===== src/rtl/spi_irq_service_master_if.sv =====
// Avalon-MM master port plus valid/ready output stream of the SPI IRQ service master.
// The design connects through the master modport and the bus/consumer side through the slave modport.
interface spi_irq_service_master_if #(
  parameter int DATA_W = 16
);
  logic [15:0]       avm_m0_address;
  logic              avm_m0_read;
  logic              avm_m0_write;
  logic [DATA_W-1:0] avm_m0_writedata;
  logic [DATA_W-1:0] avm_m0_readdata;
  logic              avm_m0_waitrequest;
  logic [DATA_W-1:0] out_data;
  logic              out_valid;
  logic              out_ready;

  modport master (
    output avm_m0_address, avm_m0_read, avm_m0_write, avm_m0_writedata,
    input  avm_m0_readdata, avm_m0_waitrequest,
    output out_data, out_valid,
    input  out_ready
  );

  modport slave (
    input  avm_m0_address, avm_m0_read, avm_m0_write, avm_m0_writedata,
    output avm_m0_readdata, avm_m0_waitrequest,
    input  out_data, out_valid,
    output out_ready
  );
endinterface


===== src/rtl/spi_irq_service_master.sv =====
// Services the SPI level interrupt: reads the pending count, drains that many data words
// into a small FIFO feeding the DSP stream, then writes the IRQ return register.
module spi_irq_service_master #(
  parameter logic [1:0] OFFSET     = 2'd0,
  parameter int         DATA_W     = 16,
  parameter int         FIFO_DEPTH = 16,
  parameter int         MAX_BURST  = 8
) (
  input  logic clk,
  input  logic rst,
  input  logic irq,
  output logic busy,
  spi_irq_service_master_if.master bus
);
  localparam int PTR_W   = $clog2(FIFO_DEPTH);
  localparam int CNT_W   = $clog2(FIFO_DEPTH) + 1;
  localparam int BURST_W = $clog2(MAX_BURST + 1);
  localparam logic [15:0] ADDR_ACK  = {11'd0, OFFSET, 3'h0};
  localparam logic [15:0] ADDR_STAT = {11'd0, OFFSET, 3'h1};
  localparam logic [15:0] ADDR_DATA = {11'd0, OFFSET, 3'h2};

  typedef enum logic [2:0] {IDLE, STAT, DRAIN, ACK, GUARD} state_t;

  state_t             r_state, w_stateNext;
  logic               r_read, w_readNext;
  logic               r_write, w_writeNext;
  logic [15:0]        r_addr, w_addrNext;
  logic [BURST_W-1:0] r_cnt, w_cntNext;
  logic [BURST_W-1:0] w_clamped;
  logic               w_done, w_push, w_pop, w_full;

  logic [DATA_W-1:0]  r_mem [FIFO_DEPTH];
  logic [PTR_W-1:0]   r_wrPtr, r_rdPtr;
  logic [CNT_W-1:0]   r_count;

  assign w_done = (r_read | r_write) & ~bus.avm_m0_waitrequest;
  assign w_full = (r_count == CNT_W'(FIFO_DEPTH));
  assign w_pop  = (r_count != '0) & bus.out_ready;

  // Pending count from the status register, clamped so one interrupt never drains more than MAX_BURST words.
  always_comb begin
    w_clamped = BURST_W'(MAX_BURST);
    if (int'(bus.avm_m0_readdata[7:0]) <= MAX_BURST) begin
      w_clamped = BURST_W'(bus.avm_m0_readdata[7:0]);
    end
  end

  always_ff @(posedge clk) begin
    if (rst) begin
      r_state <= IDLE;
      r_read  <= 1'b0;
      r_write <= 1'b0;
      r_addr  <= '0;
      r_cnt   <= '0;
    end else begin
      r_state <= w_stateNext;
      r_read  <= w_readNext;
      r_write <= w_writeNext;
      r_addr  <= w_addrNext;
      r_cnt   <= w_cntNext;
    end
  end

  // Strobes are computed one cycle ahead so they come out registered; a DATA read is only launched with a free FIFO slot.
  always_comb begin
    w_stateNext = r_state;
    w_readNext  = r_read;
    w_writeNext = r_write;
    w_addrNext  = r_addr;
    w_cntNext   = r_cnt;
    w_push      = 1'b0;
    case (r_state)
      IDLE: begin
        if (irq) begin
          w_stateNext = STAT;
          w_readNext  = 1'b1;
          w_addrNext  = ADDR_STAT;
        end
      end
      STAT: begin
        if (w_done) begin
          w_readNext  = 1'b0;
          w_cntNext   = w_clamped;
          w_stateNext = (w_clamped == '0) ? ACK : DRAIN;
        end
      end
      DRAIN: begin
        if (r_read) begin
          if (w_done) begin
            w_readNext = 1'b0;
            w_push     = 1'b1;
            w_cntNext  = r_cnt - BURST_W'(1);
            if (r_cnt == BURST_W'(1)) begin
              w_stateNext = ACK;
            end
          end
        end else if (!w_full) begin
          w_readNext = 1'b1;
          w_addrNext = ADDR_DATA;
        end
      end
      ACK: begin
        if (!r_write) begin
          w_writeNext = 1'b1;
          w_addrNext  = ADDR_ACK;
        end else if (w_done) begin
          w_writeNext = 1'b0;
          w_stateNext = GUARD;
        end
      end
      GUARD: begin
        w_stateNext = IDLE;
      end
      default: begin
        w_stateNext = IDLE;
      end
    endcase
  end

  always_ff @(posedge clk) begin
    if (w_push) begin
      r_mem[r_wrPtr] <= bus.avm_m0_readdata;
    end
  end

  always_ff @(posedge clk) begin
    if (rst) begin
      r_wrPtr <= '0;
      r_rdPtr <= '0;
      r_count <= '0;
    end else begin
      if (w_push) r_wrPtr <= r_wrPtr + PTR_W'(1);
      if (w_pop)  r_rdPtr <= r_rdPtr + PTR_W'(1);
      case ({w_push, w_pop})
        2'b10:   r_count <= r_count + CNT_W'(1);
        2'b01:   r_count <= r_count - CNT_W'(1);
        default: r_count <= r_count;
      endcase
    end
  end

  assign bus.avm_m0_address   = r_addr;
  assign bus.avm_m0_read      = r_read;
  assign bus.avm_m0_write     = r_write;
  assign bus.avm_m0_writedata = '0;
  assign bus.out_data         = r_mem[r_rdPtr];
  assign bus.out_valid        = (r_count != '0);
  assign busy                 = (r_state != IDLE);
endmodule

===== src/flat_wrapper.sv =====
// flat-port wrapper written by rule: the top's interface ports become plain ports
module spi_irq_service_master_flat 
#(
  parameter logic [1:0] OFFSET     = 2'd0,
  parameter int         DATA_W     = 16,
  parameter int         FIFO_DEPTH = 16,
  parameter int         MAX_BURST  = 8
)
  (clk, rst, irq, busy, bus_avm_m0_address, bus_avm_m0_read, bus_avm_m0_write, bus_avm_m0_writedata, bus_avm_m0_readdata, bus_avm_m0_waitrequest, bus_out_data, bus_out_valid, bus_out_ready);
  spi_irq_service_master_if #(.DATA_W(DATA_W)) bus_i ();
  input  logic clk;
  input  logic rst;
  input  logic irq;
  output logic busy;
  output wire logic [$bits(bus_i.avm_m0_address)-1:0] bus_avm_m0_address;
  output wire logic [$bits(bus_i.avm_m0_read)-1:0] bus_avm_m0_read;
  output wire logic [$bits(bus_i.avm_m0_write)-1:0] bus_avm_m0_write;
  output wire logic [$bits(bus_i.avm_m0_writedata)-1:0] bus_avm_m0_writedata;
  input wire logic [$bits(bus_i.avm_m0_readdata)-1:0] bus_avm_m0_readdata;
  input wire logic [$bits(bus_i.avm_m0_waitrequest)-1:0] bus_avm_m0_waitrequest;
  output wire logic [$bits(bus_i.out_data)-1:0] bus_out_data;
  output wire logic [$bits(bus_i.out_valid)-1:0] bus_out_valid;
  input wire logic [$bits(bus_i.out_ready)-1:0] bus_out_ready;
  assign bus_avm_m0_address = bus_i.avm_m0_address;
  assign bus_avm_m0_read = bus_i.avm_m0_read;
  assign bus_avm_m0_write = bus_i.avm_m0_write;
  assign bus_avm_m0_writedata = bus_i.avm_m0_writedata;
  assign bus_i.avm_m0_readdata = bus_avm_m0_readdata;
  assign bus_i.avm_m0_waitrequest = bus_avm_m0_waitrequest;
  assign bus_out_data = bus_i.out_data;
  assign bus_out_valid = bus_i.out_valid;
  assign bus_i.out_ready = bus_out_ready;
  spi_irq_service_master #(.OFFSET(OFFSET), .DATA_W(DATA_W), .FIFO_DEPTH(FIFO_DEPTH), .MAX_BURST(MAX_BURST)) u_core (.clk(clk), .rst(rst), .irq(irq), .busy(busy), .bus(bus_i));
endmodule

===== config.mk =====
export PLATFORM = sky130hd
export DESIGN_NAME = spi_irq_service_master_flat
export DESIGN_NICKNAME = d
export VERILOG_FILES = /design/src/rtl/spi_irq_service_master_if.sv /design/src/rtl/spi_irq_service_master.sv /design/src/flat_wrapper.sv
export SDC_FILE = /design/constraint.sdc
export NUM_CORES = 1
export LEC_CHECK = 0
export BUFFER_PORTS_ARGS = -buffer_cell sky130_fd_sc_hd__buf_2
export CAP_MARGIN = 20
export CORE_AREA = 2 2 149 151
export CTS_BUF_LIST = sky130_fd_sc_hd__clkbuf_16
export DETAILED_ROUTE_END_ITERATION = 16
export DIE_AREA = 0 0 151 153
export HOLD_SLACK_MARGIN = 0.08
export MAX_ROUTING_LAYER = met4
export PLACE_DENSITY = 0.72
export RECOVER_POWER = 100
export SETUP_SLACK_MARGIN = 0.3
export SYNTH_ARGS = -nofsm -noshare
export SYNTH_HDL_FRONTEND = slang
export SYNTH_SLANG_ARGS = --single-unit

===== constraint.sdc =====
create_clock -name clk -period 5 [get_ports clk]
set_clock_uncertainty 0.15 [all_clocks]
set_input_delay 0.25 -clock clk [delete_from_list [all_inputs] [get_ports clk]]
set_output_delay 0.25 -clock clk [all_outputs]
set_load 0.05 [all_outputs]

==> results of run 1 <==
==> logic make-up after synthesis <==
logic type	share of synthesized area (%)
flip-flops	70.83
multiplexers	17.55
AND/OR/NAND/NOR	3.610
buffers and inverters	4.051
AO/OA/AOI/OAI	1.902
adder cells (fa/ha/maj)	1.354
XOR/XNOR	0.6769
other	0.03220
==> timing repair <==
| action | 4_1_cts | 5_1_grt |
|---|---|---|
| hold buffers | 21 | 0 |
| endpoints found under the hold margin | 283 | 0 |
| setup buffers | 0 | 0 |
==> placed cells by master, fill, tap and decap left out, types with 5 or more instances in the layout <==
cell,n
ha_1,11
nor4_1,7
a21oi_1,12
clkbuf_16,29
dlygate4sd3_1,21
xor2_1,6
dfxtp_1,26
nand2_1,16
mux2i_1,5
mux4_2,32
nor2_1,33
conb_1,30
clkbuf_1,52
inv_1,23
mux4_1,48
edfxtp_1,256
buf_2,5
clkinv_1,9
==> power groups by stage <==
stage | logic, mW | clock network, mW | registers, mW
detailed placement | 0.421 | 0 | 2.70
floorplan | 0.349 | 0 | 2.70
finish | 0.424 | 1.97 | 2.65
global route | 0.455 | 2.11 | 2.66
CTS | 0.438 | 2.00 | 2.65
global placement | 0.406 | 0 | 2.70
==> metrics by stage <==
stage	hold slack (ns)	std cells	instance area (um2)
after floorplan	0.1989	614	11750
after global placement	0.3013	893	12050
after detailed placement	0.3013	893	12050
after CTS	0.1210	966	13140
after global routing	0.2162	969	13020
final	0.1898	969	13020
==> tightest hold or removal path: stages <==
cell      delay, ns
buf_2          0.10
a21boi_0       0.22
mux2i_1        0.19
nor2_1         0.06
==> layer usage <==
layer  track usage (%)  vias up  part of all wire (%)
met1             26.51     2884                    43
met2             32.73      153                    52
met4             4.183        0                   1.6
met5                 -        -                     0
met3             2.896       33                   4.1
li1                  -     2495                     -
==> how the worst max path moves through the flow <==
stage,startpoint,end,slack [ns],depth (start not counted)
after floorplan,u_core.bus.avm_m0_read,u_core.r_mem[2][0],1.68,4
after global placement,u_core.r_state[1],u_core.r_count[4],1.69,10
after detailed placement,u_core.r_state[1],u_core.r_count[4],1.45,10
after CTS,u_core.r_state[1],u_core.r_count[4],1.43,10
after global routing,u_core.r_state[1],u_core.r_count[4],1.17,10
final,register,bus_out_data[0],1.35,3
==> cell type report <==
| cell class | count | area share (%) |
|---|---|---|
| flip-flops and latches | 284 | 63.37 |
| multi-input cells | 255 | 23.23 |
| clock buffers | 29 | 5.573 |
| repair buffers | 81 | 3.478 |
| well taps | 280 | 2.690 |
| clock inverters | 23 | 1.163 |
| inverters | 17 | 0.4900 |
==> registers in the layout (all words and copies together) (netlist names), named ones only <==
| name | count |
|---|---|
| u_core.r_mem | 256 |
| u_core.r_wrPtr | 4 |
| u_core.bus.avm_m0_read | 1 |
| u_core.r_rdPtr | 4 |
| u_core.bus.avm_m0_address | 2 |
| u_core.r_state | 3 |
| u_core.r_count | 5 |
| u_core.bus.avm_m0_write | 1 |
| u_core.r_cnt | 4 |
==> impl_results.md, run 1 <==
* CP bufs+invs at 1
* Clock Sinks at 284
* # H-tree levels at 1
* #FFs+latches synth at 284
* Max cap viols at 2
* Slew Viols, Final at 82
* Top cell by count, worst path: mux4_2
* CP top delay family: flip-flops
* Maximum vdd drop at 0.3578 mV
* Area Growth Syn to Fin at 11.83%
* Finished Core Util at 60.61%
* Core box area at 21490 um2
* Worst reg2reg path depth at 10
* Final period utilization at 73.03%
* Hold Crit Depth at 4
* Netlist Area Pre-Place at 11640 um2
* Min-delay worst type: in2reg
* ANT cells at 0
* Vias at 5565
* Vias per Instance at 5.743
* Clk root buf: clkbuf_16
* Flop pwr share at 52.6%
* Gate Count Post-Synth at 585
* Initial antenna violation count at 0
* Multi-input logic area at 3025 um2
* Status: finished, violations left
* Gr usage total at 19.77%
* Setup ws final at 1.349 ns
* Synth Flop Type: edfxtp_1
* Least-Margin Pin Slew at 1.612 ns
* First-pass GRT wire length at 33.14 mm
* Sw power at 1.150 mW
* Seq. cell area at 8253 um2
* DR WL/cell at 22.09 um
* Failing checks: max-capacitance violations, max-slew violations
* Crit-path cells: mux4_2, mux4_2, clkbuf_1
* CP max stage cell: dfxtp_2
* Top-count cell post-synth: edfxtp_1
* Final GP Congestion at 0.7888
* Skew-Pair Late Insertion Delay at 0.53 ns
* Sw frac at 22.78%
* Full die area at 23100 um2
* # setup viols final at 0
* First-pass DRT Iterations at 5
* FP Rows at 54
* Largest net degree at the start of global routing at 65
* CP Class: reg2out
* CP max stage delay at 1.39 ns
* DRT antenna net count at 0
* Max Fanout on Critical Path at 64
* Asr flop ratio synth at 0%
* Filler Cell Count at 1513
* Post-synth EDFFs at 256
* PnR Total Power at 5.048 mW
* Fin crit period at 3.651 ns
* Layout cells sized above 1 at 12.34%
* Sequential area share after synthesis at 70.83%
* Unrepaired setup endpoints after global routing: false
* Hold_sp: bus_out_ready
* Crit Reg-Reg Startpoint: u_core.r_state[1]
* TritonCTS clock tree: built
* DRT Wirelength at 21.41 mm
* PwrDens at 387.6 nW/um2
* Critical Path RT at 4.60 ns
* Fmax at 273.9 MHz
* Post-Route Setup TNS at 0 ns
* Final nets at 700
* Num ports at 73
* Average size of a mapped cell at 19.91 um2
* Clock power share at 39.0%
* Area leader, netlist: edfxtp_1
* Post-DP HPWL at 12.55 mm
* Clk slew on worst S/H paths at 0.06 ns
* Leak Pwr at 4.190 nW
* Vias in the first global route at 5766
* Yosys cell types at 52
* Combinational Power Share at 8.4%
* End of the worst register-to-register path: u_core.r_count[4]
* Top post-synthesis cells by area: edfxtp_1, mux4_1, mux4_2, dfxtp_1, buf_4
* Cts repair resizes at 0
* GR Overflow Total at 0
* Commonest cells post-synth: edfxtp_1, mux4_1, mux4_2, nor2_1, buf_4
* Worst Setup End Kind: output pin
* Inserted Clock Buffers at 28
* R2R setup slack at 1.46 ns
* Power Internal at 3.898 mW
* Die width at 151 um
* CP Launch Type: register
* Die Height at 153 um
* Clock Tree Buf Depth at 3
* Worst slew margin at -7.535%
* Residual DRC at 0
* Starting DRC count in detailed routing at 462
* Initial core utilization at 54.20%
* Post-Place Setup Slack at 1.449 ns
* PortBufs at 42
* Worst EP arrival at 3.25 ns
* Share of Yosys cell area claimed by the top area cell type at 66.01%
* Yosys warnings at 0
* Fin. Hold Viols at 0
(Power assumes the default switching activity.)
==> run 2: changes to the inputs <==
ABC_AREA = 1   (was not set)
CORE_AREA = 2 2 153 155   (was 2 2 149 151)
DIE_AREA = 0 0 155 157   (was 0 0 151 153)
PLACE_DENSITY = 0.75   (was 0.72)
clock period = 3.25 ns   (was 5 ns; I/O delays follow)
==> impl_results.md, run 2 <==
* Status: complete, no violations
* Least-Margin Pin Slew at 1.295 ns
* WL met1 at 10.98 mm
* Worst EP arrival at 2.64 ns
* # H-tree levels at 1
* CP top delay family: buffers and inverters
* Clk slew on worst S/H paths at 0.06 ns
* R2R setup slack at 0.34 ns
* CP bufs+invs at 2
* Post-Route Setup TNS at 0 ns
* Final GP Congestion at 0.9094
* Gr usage total at 22.40%
* Synth Flop Type: edfxtp_1
* FP Rows at 55
* Multi-input logic area at 2964 um2
* Max Fanout on Critical Path at 52
* Slew Viols, Final at 0
* Top cell by count, worst path: nand3_1
* Top-count cell post-synth: edfxtp_1
* Clock Sinks at 284
* Clock Tree Buf Depth at 3
* Top flop regs: u_core.r_mem (256), u_core.r_count (5)
* Vias in the first global route at 7819
* Asr flop ratio synth at 0%
* Min-delay worst type: reg2reg
* PortBufs at 42
* CP max stage delay at 0.73 ns
* DRT Wirelength at 26.33 mm
* Hold_sp: u_core.r_cnt[1]
* Worst slew margin at 13.67%
* Max cap viols at 0
* Filler Cell Count at 1737
* DRT antenna net count at 0
* Post-synth EDFFs at 256
* Layout cells sized above 1 at 7.983%
* Initial antenna violation count at 0
* Final instance area at 13800 um2
* Gate Count Post-Synth at 1078
* ANT cells at 0
* Average size of a mapped cell at 11.35 um2
* # setup viols final at 0
* Share of Yosys cell area claimed by the top area cell type at 62.85%
* GR Overflow Total at 0
* Clk root buf: clkbuf_16
* Largest register FFs at 256
* Placed instance area at 12740 um2
* Leak Pwr at 5.107 nW
* Netlist Area Pre-Place at 12230 um2
* Post-DP HPWL at 16.11 mm
* Die width at 155 um
* Yosys warnings at 0
* End of the worst register-to-register path: u_core.r_mem[3][0]
* CP max stage cell: dfxtp_4
* Fmax at 339.2 MHz
* Uppermost routed layer: met4
* Area leader, netlist: edfxtp_1
* Num ports at 73
* Commonest non-fill, non-tap cell in the layout: edfxtp_1
* Core box area at 22500 um2
* Final period utilization at 90.72%
* Critical Path RT at 2.94 ns
* Full die area at 24340 um2
* Yosys cell types at 32
* PwrDens at 764.4 nW/um2
* Maximum vdd drop at 0.5714 mV
* Worst reg2reg path depth at 7
* Top post-synthesis cells by area: edfxtp_1, inv_1, dfxtp_1, nand3_1, o211ai_1
* Hold Path End: u_core.r_cnt[1]
* Metal2 WL at 12.87 mm
* #FFs+latches synth at 284
* Fin crit period at 2.948 ns
* Inserted Clock Buffers at 28
* Vias at 8019
* Sequential area share after synthesis at 67.43%
* Skew-Pair Late Insertion Delay at 0.54 ns
* Final nets at 1176
* CP Class: reg2out
* Unrepaired setup endpoints after global routing: false
* Initial core utilization at 54.36%
* Fin. Hold Viols at 0
* Crit Reg-Reg Startpoint: u_core.r_state[1]
* Starting DRC count in detailed routing at 804
* Commonest cells post-synth: edfxtp_1, inv_1, nand2_1
* Worst Setup End Kind: output pin
* CP Launch Type: register
* Vias per Instance at 5.530
* Register name with the most flops: u_core.r_mem
* Seq. cell area at 8255 um2
* TritonCTS clock tree: built
* DR WL/cell at 18.16 um
* Area Growth Syn to Fin at 12.80%
* First-pass GRT wire length at 41.10 mm
* Die Height at 157 um
* Residual DRC at 0
* Met3 wire length at 1.809 mm
* Crit-path cells: buf_4, o21ai_0, nand3_1, nand3_1, nand2_1, clkbuf_1
* Commonest non-fill, non-tap cells in the layout: edfxtp_1, inv_1, nand2_1
* First-pass DRT Iterations at 5
* Largest net degree at the start of global routing at 53
* Hold Crit Depth at 2
==> run 2: cell count changes after synthesis, sizes merged, moves of 65 or more <==
cell    delta
nand3    +108
inv      +146
o21ai     +74
o211ai    +65
a21oi     +78
mux4      -80
nand2    +113
==> run 2: kinds of logic after synthesis <==
family	synth area share [%]
AND/OR/NAND/NOR	10.52
AO/OA/AOI/OAI	11.29
buffers and inverters	9.155
other	0.03066
flip-flops	67.43
XOR/XNOR	0.2865
adder cells (fa/ha/maj)	1.289
==> run 2: layout make-up <==
| cell class | instances | share of cell area (%) |
|---|---|---|
| flip-flops and latches | 284 | 59.83 |
| multi-input cells | 573 | 21.48 |
| clock buffers | 30 | 5.441 |
| inverters | 164 | 4.462 |
| repair buffers | 92 | 4.398 |
| well taps | 285 | 2.585 |
| clock inverters | 22 | 1.796 |
==> run 2: power by group <==
| group | internal, mW | switching (mW) |
|---|---|---|
| Sequential | 4.05 | 0.220 |
| Combinational | 0.846 | 2.00 |
| Clock | 2.07 | 1.37 |
| Total | 6.97 | 3.58 |
==> run 2: timing repair <==
action                                 CTS  global route
endpoints found under the hold margin  282             0
resized for setup                        0             0
hold buffers                            20             0
setup buffers                            0             0
==> run 2: tightest hold or removal path, delay by kind of cell, from the launching register on <==
family	cells	cell delay [ns]
and+or+nand+nor	1	0.06
AOI/OAI and AO/OA	1	0.05
DFF	1	0.31
==> run 2: worst max-delay path by stage <==
stage | cells after the start | end | slack (ns) | from
finish | 6 | bus_out_data[13] | 0.30 | register
global route | 6 | bus_out_data[13] | 0.16 | register
CTS | 6 | bus_out_data[13] | 0.49 | register
detailed placement | 12 | u_core.r_count[3] | 0.70 | u_core.r_state[1]
global placement | 14 | u_core.r_count[4] | 0.80 | u_core.r_state[1]
floorplan | 11 | u_core.r_count[3] | 0.50 | u_core.r_count[1]
==> run 2: stage by stage <==
step | total power [mW] | setup slack, ns | std cells | util (%) | hold WS, ns
detailed placement | 7.177 | 0.6960 | 1378 | 56.61 | 0.3079
floorplan | 6.464 | 0.4983 | 1107 | - | 0.1114
CTS | 10.61 | 0.4864 | 1450 | 61.93 | 0.3177
global placement | 7.134 | 0.7970 | 1378 | 56.61 | 0.3044
global route | 11.05 | 0.1633 | 1450 | 61.31 | 0.3595
finish | 10.55 | 0.3017 | 1450 | 61.31 | 0.3127
==> run 2: layer usage <==
layer  up-vias  GRT usage (%)
li1       3818              -
met1      3832          28.63
met2       318          37.23
met3        51          3.662
met4         0          6.790
met5         -              -
==> run 3: changes to the inputs <==
CORE_AREA = 2 2 167 169   (was 2 2 153 155)
DIE_AREA = 0 0 169 171   (was 0 0 155 157)
PLACE_DENSITY = 0.65   (was 0.75)
REMOVE_ABC_BUFFERS = 1   (was not set)
==> impl_results.md, run 3 (synthesized netlist as in run 2, its figures left out) <==
* Status: complete, no violations
* Min-delay worst type: reg2reg
* Sw power at 3.510 mW
* Finished Core Util at 50.26%
* Maximum vdd drop at 0.4022 mV
* DRT antenna net count at 0
* Cts repair resizes at 0
* ANT cells at 0
* Fin. Hold Viols at 0
* Initial core utilization at 44.77%
* GR Overflow Total at 0
* CP Class: reg2reg
* Max cap viols at 0
* R2R setup slack at 0.33 ns
* Leak Pwr at 5.084 nW
* First-pass DRT Iterations at 5
* Area Growth Syn to Fin at 12.26%
* Commonest non-fill, non-tap cells in the layout: edfxtp_1, inv_1, nand2_1
* Hold Path End: u_core.r_cnt[1]
* Fin crit period at 2.917 ns
* Least-Margin Pin Slew at 1.104 ns
* Clock Tree Buf Depth at 3
* Metal2 WL at 12.55 mm
* Power Internal at 6.573 mW
* PwrDens at 734.3 nW/um2
* Non-filler cells, final at 1506
* # H-tree levels at 1
* Uppermost routed layer: met4
* Die width at 169 um
* Inserted Clock Buffers at 29
* Sw frac at 34.81%
* # setup viols final at 0
* Full die area at 28900 um2
* WL met1 at 11.36 mm
* Flop pwr share at 41.9%
* Starting DRC count in detailed routing at 761
* Clock power share at 30.1%
* Initial antenna violation count at 0
* Die Height at 171 um
* Clock Sinks at 284
* Layout cells sized above 1 at 8.276%
* Critical Path RT at 3.35 ns
* Seq. cell area at 8253 um2
* Gr usage total at 18.22%
* Hold_sp: u_core.r_cnt[1]
* Unrepaired setup endpoints after global routing: false
* Vias in the first global route at 7124
* Worst EP arrival at 3.02 ns
* Dpl cells at 1433
* Largest register FFs at 256
* Worst reg2reg path depth at 7
* Combinational Power Share at 28.0%
* Post-Route Setup TNS at 0 ns
* FP Rows at 61
* DR WL/cell at 17.04 um
* Final nets at 1172
* Residual DRC at 0
* Vias at 7758
* Fmax at 342.8 MHz
* Skew-Pair Late Insertion Delay at 0.54 ns
* CP Launch Type: register
* Clk root buf: clkbuf_16
* Multi-input logic area at 2973 um2
* Filler Cell Count at 2425
* Vias per Instance at 5.151
* Top flop regs: u_core.r_mem (256), u_core.r_count (5)
* Commonest non-fill, non-tap cell in the layout: edfxtp_1
* TritonCTS clock tree: built
* Worst slew margin at 26.39%
* Crit Reg-Reg Startpoint: u_core.r_state[1]
* Met3 wire length at 1.336 mm
* Final period utilization at 89.75%
* Hold Crit Depth at 2
* Register name with the most flops: u_core.r_mem
* Worst Setup End Kind: register
* Post-DP HPWL at 15.93 mm
* Slew Viols, Final at 0
* Largest net degree at the start of global routing at 105
* First-pass GRT wire length at 39.96 mm
* DRT Wirelength at 25.66 mm
* End of the worst register-to-register path: u_core.r_mem[3][13]
* PortBufs at 42
* Core box area at 27320 um2
* Clk slew on worst S/H paths at 0.06 ns
* Max Fanout on Critical Path at 9
* Num ports at 73
* Final GP Congestion at 0.8495
==> run 3: cell type report <==
class | instances | area share, %
sequential | 284 | 60.10
multi-input combinational | 573 | 21.65
tap | 346 | 3.153
clock buffer | 29 | 5.285
inverter | 164 | 4.483
timing repair buffer | 87 | 4.273
clock inverter | 23 | 1.057
==> run 3: power by group through the flow <==
stage	clock network (mW)	registers, mW	logic, mW
after floorplan	0	4.54	1.86
after global placement	0	4.30	2.82
after detailed placement	0	4.30	2.82
after CTS	3.09	4.23	2.86
after global routing	3.22	4.25	3.13
final	3.04	4.22	2.82
==> run 3: worst max-delay path: stages, from the launching register on <==
cell and delay, ns:
dfxtp_1 0.46, nand2_1 0.08, nor2_1 0.41, nand2_4 0.14
nor2_8 0.15, nand2_1 0.16, nor2_1 0.73, buf_4 0.33
==> run 3: per-stage QoR <==
step	instance area (um2)	worst slack [ns]	hold WS [ns]	total power, mW
5_1_grt	13730	0.1628	0.3503	10.59
3_5_place_dp	12760	0.6892	0.3195	7.129
3_3_place_gp	12760	0.6989	0.3118	7.124
6_report	13730	0.3331	0.3208	10.08
4_1_cts	13840	0.4257	0.3276	10.18
2_1_floorplan	11840	-2.179	0.08157	6.398
==> run 3: routing by layer <==
metal  global-route usage [%]  vias to the layer above
li1                         -                     3815
met1                    24.38                     3698
met2                    30.04                      211
met3                    2.568                       34
met4                    3.828                        0
met5                        -                        -
==> run 3: how the worst max path moves through the flow <==
| stage | start | to | cells after the start |
|---|---|---|---|
| CTS | register | bus_out_data[1] | 6 |
| floorplan | register | bus_out_data[11] | 4 |
| global placement | u_core.r_state[1] | u_core.r_count[3] | 12 |
| finish | u_core.r_state[1] | u_core.r_mem[3][13] | 7 |
| global route | u_core.r_state[1] | u_core.r_mem[14][7] | 7 |
| detailed placement | u_core.r_state[1] | u_core.r_count[3] | 12 |
==> run 3: what timing repair did <==
item,in CTS,in global routing
endpoints found under the setup margin,0,0
endpoints found under the hold margin,287,0
hold buffers,21,0
setup buffers,0,0
